## config.mk

```make
export PLATFORM = sky130hd
export DESIGN_NAME = lfsr_code_gen_flat
export DESIGN_NICKNAME = d
export VERILOG_FILES = /design/src/rtl/lfsr_code_gen_if.sv /design/src/rtl/lfsr_code_gen.sv /design/src/flat_wrapper.sv
export SDC_FILE = /design/constraint.sdc
export NUM_CORES = 1
export LEC_CHECK = 0
export CORE_ASPECT_RATIO = 1.4
export CORE_MARGIN = 1
export CORE_UTILIZATION = 40
export DETAILED_ROUTE_END_ITERATION = 6
export PLACE_DENSITY = 0.75
export SKIP_CTS_REPAIR_TIMING = 1
export SLEW_MARGIN = 20
export SYNTH_ARGS = -nofsm -noshare
export SYNTH_HDL_FRONTEND = slang
export SYNTH_SLANG_ARGS = --single-unit
```

## constraint.sdc

```tcl
create_clock -name clk -period 2 [get_ports clk]
set_input_delay 0.2 -clock clk [delete_from_list [all_inputs] [get_ports clk]]
set_output_delay 0.2 -clock clk [all_outputs]
set_load 0.02 [all_outputs]
```

## src/rtl/lfsr_code_gen_if.sv

```systemverilog
// ============================================================================
// lfsr_code_gen_if : control/observation bundle for the LFSR code generator
// Rev 1.0
// ============================================================================
`default_nettype none

interface lfsr_code_gen_if #(
  parameter int unsigned WIDTH = 32
);
  logic             load_enable;
  logic             shift_enable;
  logic [WIDTH-1:0] seed;
  logic             Q;
  logic [WIDTH-1:0] state;

  modport master (
    output load_enable,
    output shift_enable,
    output seed,
    input  Q,
    input  state
  );

  modport slave (
    input  load_enable,
    input  shift_enable,
    input  seed,
    output Q,
    output state
  );
endinterface

`default_nettype wire

```

## src/rtl/lfsr_code_gen.sv

```systemverilog
// ============================================================================
// lfsr_code_gen : loadable Fibonacci LFSR, left-shifting, MSB on serial output
// Rev 1.0
// ============================================================================
`default_nettype none

module lfsr_code_gen #(
  parameter int unsigned      WIDTH        = 32,
  parameter logic [WIDTH-1:0] TAPS         = 32'h80200003,
  parameter logic [WIDTH-1:0] DEFAULT_SEED = 32'h00000001
) (
  input  wire logic      clk,
  input  wire logic      rst_n,
  lfsr_code_gen_if.slave bus
);

  logic [WIDTH-1:0] state_q;
  logic [WIDTH-1:0] state_d;
  logic             w_fb;

  // An all-zero seed would lock the register up, so it is replaced.
  always_comb begin
    w_fb    = ^(state_q & TAPS);
    state_d = state_q;
    if (bus.load_enable) begin
      state_d = (bus.seed == '0) ? DEFAULT_SEED : bus.seed;
    end else if (bus.shift_enable) begin
      state_d = {state_q[WIDTH-2:0], w_fb};
    end
  end

  always_ff @(posedge clk) begin
    if (!rst_n) begin
      state_q <= DEFAULT_SEED;
    end else begin
      state_q <= state_d;
    end
  end

  assign bus.state = state_q;
  assign bus.Q     = state_q[WIDTH-1];

endmodule

`default_nettype wire

```

## src/flat_wrapper.sv

```systemverilog
// flat-port wrapper written by rule: the top's interface ports become plain ports
module lfsr_code_gen_flat 
#(
  parameter int unsigned      WIDTH        = 32,
  parameter logic [WIDTH-1:0] TAPS         = 32'h80200003,
  parameter logic [WIDTH-1:0] DEFAULT_SEED = 32'h00000001
)
  (clk, rst_n, bus_load_enable, bus_shift_enable, bus_seed, bus_Q, bus_state);
  lfsr_code_gen_if #(.WIDTH(WIDTH)) bus_i ();
  input  wire logic clk;
  input  wire logic rst_n;
  input wire logic [$bits(bus_i.load_enable)-1:0] bus_load_enable;
  input wire logic [$bits(bus_i.shift_enable)-1:0] bus_shift_enable;
  input wire logic [$bits(bus_i.seed)-1:0] bus_seed;
  output wire logic [$bits(bus_i.Q)-1:0] bus_Q;
  output wire logic [$bits(bus_i.state)-1:0] bus_state;
  assign bus_i.load_enable = bus_load_enable;
  assign bus_i.shift_enable = bus_shift_enable;
  assign bus_i.seed = bus_seed;
  assign bus_Q = bus_i.Q;
  assign bus_state = bus_i.state;
  lfsr_code_gen #(.WIDTH(WIDTH), .TAPS(TAPS), .DEFAULT_SEED(DEFAULT_SEED)) u_core (.clk(clk), .rst_n(rst_n), .bus(bus_i));
endmodule
```

==> flow_summary.json, run 1 <==
{
  "synth_top_area_frac": 0.417,
  "fmax_mhz": 657,
  "worstMarginPinSlew_ns": 0.437,
  "r2r-end": "u_core.bus.state[0]",
  "cp_top_family": "buffers and inverters",
  "finalPower_mw": 1.58,
  "fp.dieH_um": 75.3,
  "clockBufferDepth": 2,
  "dp_hpwl_um": 2980,
  "synth.most_common_cell": "nor2_1",
  "peakVddDrop_uv": 568,
  "cp-end-kind": "primary output",
  "synth_xor_area_frac": 0.0212,
  "routed_wl_um": 3920,
  "core_area_mm2": 0.00368,
  "largest_reg_flops": 32,
  "rsz0062_at_grt": "no",
  "tns_ns": 0,
  "min_to": "u_core.bus.state[2]",
  "post_drt_wl_per_cell_um": 13.2,
  "final.setup.worst_slack_ns": 0.479,
  "reg2reg_slack_ns": 0.70,
  "hold_start": "bus_load_enable",
  "ctsHtreeMaxLevel": 2,
  "hp-class": "in -> reg",
  "portBuffers": 68,
  "clkLatencyLatePin_ns": 0.28,
  "synthCells": 189,
  "crit_buf_inv": 1,
  "wl_met1_um": 1650,
  "drive_gt1_frac": 0.0547,
  "yosys.area_share.adder": 0,
  "die-area_mm2": 0.00410,
  "pin_count": 69,
  "maxSlewHeadroom": 0.709,
  "cpPeakStageDelay_ns": 0.63,
  "grt_pass1_wl_um": 6170,
  "async_reset_ff_frac": 0,
  "ys_top_cells_by_area": "dfxtp_1, mux2i_1, nor2_1",
  "synth_compound_area_frac": 0.110,
  "dr.pass1.iters": 4,
  "synthDominantAreaCellType": "dfxtp_1",
  "min_period_over_period": 0.761,
  "final_nets": 291,
  "power_density_mw_per_mm2": 678,
  "drt_iter0_markers": 57,
  "clk_pin_slew_ns": 0.06,
  "ys_types": 16,
  "antenna_found_initial": 0,
  "startpoint": "u_core.bus.state[21]",
  "ys_dominant_reg_cell": "dfxtp_1",
  "postLayoutCoreUtil": 0.635,
  "setup_viol": 0,
  "grt_pass1_vias": 1416,
  "hold_viol": 0,
  "startpoint_type": "flip-flop",
  "synthSimpleGateAreaFrac": 0.200,
  "hold-path-cell-count": 3,
  "cp_cell_sequence": "clkdlybuf4s50_1",
  "slowest_stage": "clkdlybuf4s50_1",
  "grt.overflow.total": 0,
  "ctsRootBufferMaster": "clkbuf_8",
  "route.met3.wl_um": 189,
  "maxCapViolCount": 0,
  "ys_seq_elements": 32,
  "finClkSkew_ns": 0.00482,
  "met2_length_um": 2000,
  "synth_edf_count": 0,
  "gp_congestion": 0.862,
  "die_x_um": 54.4,
  "vias_per_cell": 5.10,
  "status": "complete, no violations",
  "syn2layout_area_growth_pct": 51.9,
  "vias": 1519,
  "holdWs_ns": 0.437,
  "cp_data_arrival_time_ns": 1.32,
  "rows": 26,
  "track_usage": 0.208,
  "crit_type": "reg -> out",
  "drv_slew": 0,
  "critPathRequiredTime_ns": 1.80,
  "syn_avg_cell_area_um2": 8.13,
  "ant_nets": 0,
  "cts-buffers-inserted": 5,
  "synth_top_family_by_area": "multiplexers",
  "ys_warn_count": 0,
  "min_period_ns": 1.52,
  "r2r_start": "u_core.bus.state[31]",
  "cts_tree": "yes",
  "synthesis.area_mm2": 0.00154,
  "seq_area_frac_synth": 0.417,
  "critPathMaxFanout": 4,
  "rr_worst_depth": 4,
  "leakagePower_nw": 0.965,
  "initial_core_util": 0.418,
  "syn-num-nets": 225,
  "cts.sinks": 32,
  "drc": 0,
  "yosys-mux-area-fraction": 0.202,
  "synth_common_cells": "nor2_1, dfxtp_1, a21oi_1, mux2i_1, nor4_1",
  "highest_layer": "met4",
  "pre_cts_slack_ns": 0.406,
  "num_antenna_cells": 0,
  "grt_max_degree": 28
}
==> cell usage in the layout (no fill, tap or decap), types with 2 or more instances in the layout <==
cell type and n:
nor4_1 8, nand2_1 2, mux2i_1 31, clkbuf_8 6, clkdlybuf4s50_1 66, buf_4 5
buf_2 2, a21oi_1 31, nand4_1 2, clkbuf_1 2, dfxtp_1 32, nor2_1 63
==> how the worst max path moves through the flow <==
stage                                      to  slack, ns  depth (start not counted)
after floorplan           u_core.bus.state[0]       0.62                          4
final                           bus_state[21]       0.48                          1
after global routing             bus_state[1]       0.43                          1
after detailed placement  u_core.bus.state[0]       0.41                          5
after CTS                       bus_state[21]       0.46                          1
after global placement    u_core.bus.state[0]       0.42                          5
==> routing by layer <==
| metal | vias to the layer above | global-route usage |
|---|---|---|
| li1 | 772 | - |
| met1 | 694 | 0.237 |
| met2 | 46 | 0.352 |
| met3 | 7 | 0.0519 |
| met4 | 0 | 0.103 |
| met5 | - | 0 |
==> where the power goes <==
part	leakage, nW	internal, mW	switching [mW]
combinational	0.655	0.197	0.171
clock	0.0455	0.280	0.225
sequential	0.264	0.677	0.0325
==> per-stage QoR <==
stage | instance area, µm² | std cells
6_report | 2330 | 298
3_3_place_gp | 2240 | 290
4_1_cts | 2330 | 298
2_1_floorplan | 1540 | 189
5_1_grt | 2330 | 298
3_5_place_dp | 2240 | 290
==> cell type report <==
class	count	area (µm²)
clock buffer	8	90.1
tap	42	52.6
sequential	32	641
inverter	1	3.75
timing repair buffer	74	728
multi-input combinational	141	818
fill	346	1340
==> kinds of logic after synthesis <==
family,after synthesis
AOI/OAI and AO/OA,33
muxes,31
xor gates and xnor gates,2
and+or+nand+nor,75
buffers and inverters,16
DFF,32
Note: power is estimated with default switching activity, not from simulation.
==> run 2, diff against run 1 <==
clock period = 1.45 ns   (was 2 ns; I/O delays follow)
==> run 2 against run 1 <==
Compared with the run above: utilization is 1.5 points higher; clock-buffer cell count shrank 1; critical endpoint is now bus_state[17]; global-route usage down 0.32 points; critical path type unchanged; cell area is 2.3% higher; flip-flop and latch count is the same; largest cell class unchanged; critical path depth is the same; sequential share of layout area is 0.62 points lower; sequential power rose by 38%; via count up 0.53%.
==> flow_summary.json, run 2 (same netlist as run 1, synthesis figures left out) <==
{
  "initial_core_util": 0.418,
  "post_drt_wl_per_cell_um": 13.6,
  "setup_viol": 0,
  "hold_viol": 0,
  "min_period_ns": 1.41,
  "ctsHtreeMaxLevel": 2,
  "pin_count": 69,
  "cp_cell_sequence": "clkdlybuf4s50_1",
  "place_area_mm2": 0.00226,
  "dr.pass1.iters": 4,
  "seq_power_share": 0.440,
  "crit_type": "reg -> out",
  "tns_ns": 0,
  "die_x_um": 54.4,
  "startpoint": "u_core.bus.state[17]",
  "routed_wl_um": 4040,
  "maxSlewHeadroom": 0.756,
  "leakagePower_nw": 1.18,
  "grt.overflow.total": 0,
  "cp_data_arrival_time_ns": 1.27,
  "peakVddDrop_uv": 783,
  "slowest_stage": "clkdlybuf4s50_1",
  "layout_common_cells": "nor2_1, clkdlybuf4s50_1, dfxtp_1, mux2i_1, a21oi_1",
  "clkLatencyLatePin_ns": 0.28,
  "rows": 26,
  "multi_input_area_um2": 818,
  "crit_buf_inv": 1,
  "cp_top_family": "buffers and inverters",
  "startpoint_type": "flip-flop",
  "maxCapViolCount": 0,
  "p_sw_mw": 0.593,
  "worstMarginPinSlew_ns": 0.362,
  "final_nets": 291,
  "cpPeakStageDelay_ns": 0.62,
  "vias": 1527,
  "num_antenna_cells": 0,
  "holdWs_ns": 0.414,
  "grt_pass1_vias": 1287,
  "drive_gt1_frac": 0.0588,
  "syn2layout_area_growth_pct": 55.4,
  "design_area_mm2": 0.00239,
  "drv_slew": 0,
  "cp-end-kind": "primary output",
  "antenna_found_initial": 0,
  "cts.sinks": 32,
  "ctsRootBufferMaster": "clkbuf_8",
  "drc": 0,
  "clock_power_share": 0.331,
  "grt_pass1_wl_um": 5980,
  "critPathMaxFanout": 3,
  "gp_congestion": 0.777,
  "portBuffers": 68,
  "sw_frac_of_total": 0.267,
  "power_density_mw_per_mm2": 930,
  "largest_reg_flops": 32,
  "clk_pin_slew_ns": 0.06,
  "critPathRequiredTime_ns": 1.31,
  "r2r_start": "u_core.bus.state[31]",
  "vias_per_cell": 5.14,
  "fmax_mhz": 708,
  "hold_start": "bus_load_enable",
  "final_common_cell": "nor2_1",
  "finClkSkew_ns": 0.00672,
  "cts_tree": "yes",
  "drt_iter0_markers": 24,
  "fp.dieH_um": 75.3,
  "finalPower_mw": 2.22,
  "ant_nets": 0,
  "status": "complete, no violations",
  "cts-buffers-inserted": 5,
  "postLayoutCoreUtil": 0.649,
  "min_period_over_period": 0.974,
  "clockBufferDepth": 2,
  "internal_power_mw": 1.63,
  "hp-class": "in -> reg",
  "dp_hpwl_um": 2780,
  "core_area_mm2": 0.00368,
  "num-fill-cells": 324,
  "die-area_mm2": 0.00410,
  "regArea_um2": 641,
  "track_usage": 0.205,
  "grt_max_degree": 65,
  "share_comb_of_total_power": 0.229
}
## run 2: changes by cell type in the layout (fill, tap and decap cells not counted)
cell / delta
buf_4: -1
clkdlybuf4s50_1: -14
buf_12: +1
dlymetal6s2s_1: +14
clkbuf_8: +1
clkbuf_1: -2
## run 2: power groups by stage
stage	sequential (mW)	combinational, mW	clock [mW]
after floorplan	1.05	0.199	0
after global placement	0.997	0.508	0
after detailed placement	0.997	0.512	0
after CTS	0.978	0.515	0.754
after global routing	0.983	0.548	0.795
final	0.976	0.509	0.734
## run 2: layout make-up
class,instances,share of cell area
multi-input combinational,141,0.343
timing repair buffer,74,0.325
sequential,32,0.268
clock buffer,7,0.0404
tap,42,0.0220
inverter,1,0.00157
## run 2: path summary, 6_finish.rpt
| kind | endpoint | slack [ns] | cells past startpoint |
|---|---|---|---|
| hold / removal | u_core.bus.state[17] | 0.41 | 4 |
| hold reg to reg | u_core.bus.state[0] | 0.63 | 2 |
| setup reg to reg | u_core.bus.state[0] | 0.17 | 4 |
| setup / recovery | bus_state[17] | 0.04 | 1 |
## run 2: metal layers
layer,vias to the layer above,track usage,wire [µm]
li1,771,-,-
met1,705,0.253,1740
met4,0,0.0855,79
met2,44,0.331,2040
met5,-,0,0
met3,7,0.0539,181
## run 2: per-stage QoR
stage	cells	setup WS, ns
6_report	297	0.0373
5_1_grt	297	-0.00454
4_1_cts	297	-0.0417
3_5_place_dp	290	-0.0825
3_3_place_gp	290	-0.0673
2_1_floorplan	189	0.0715
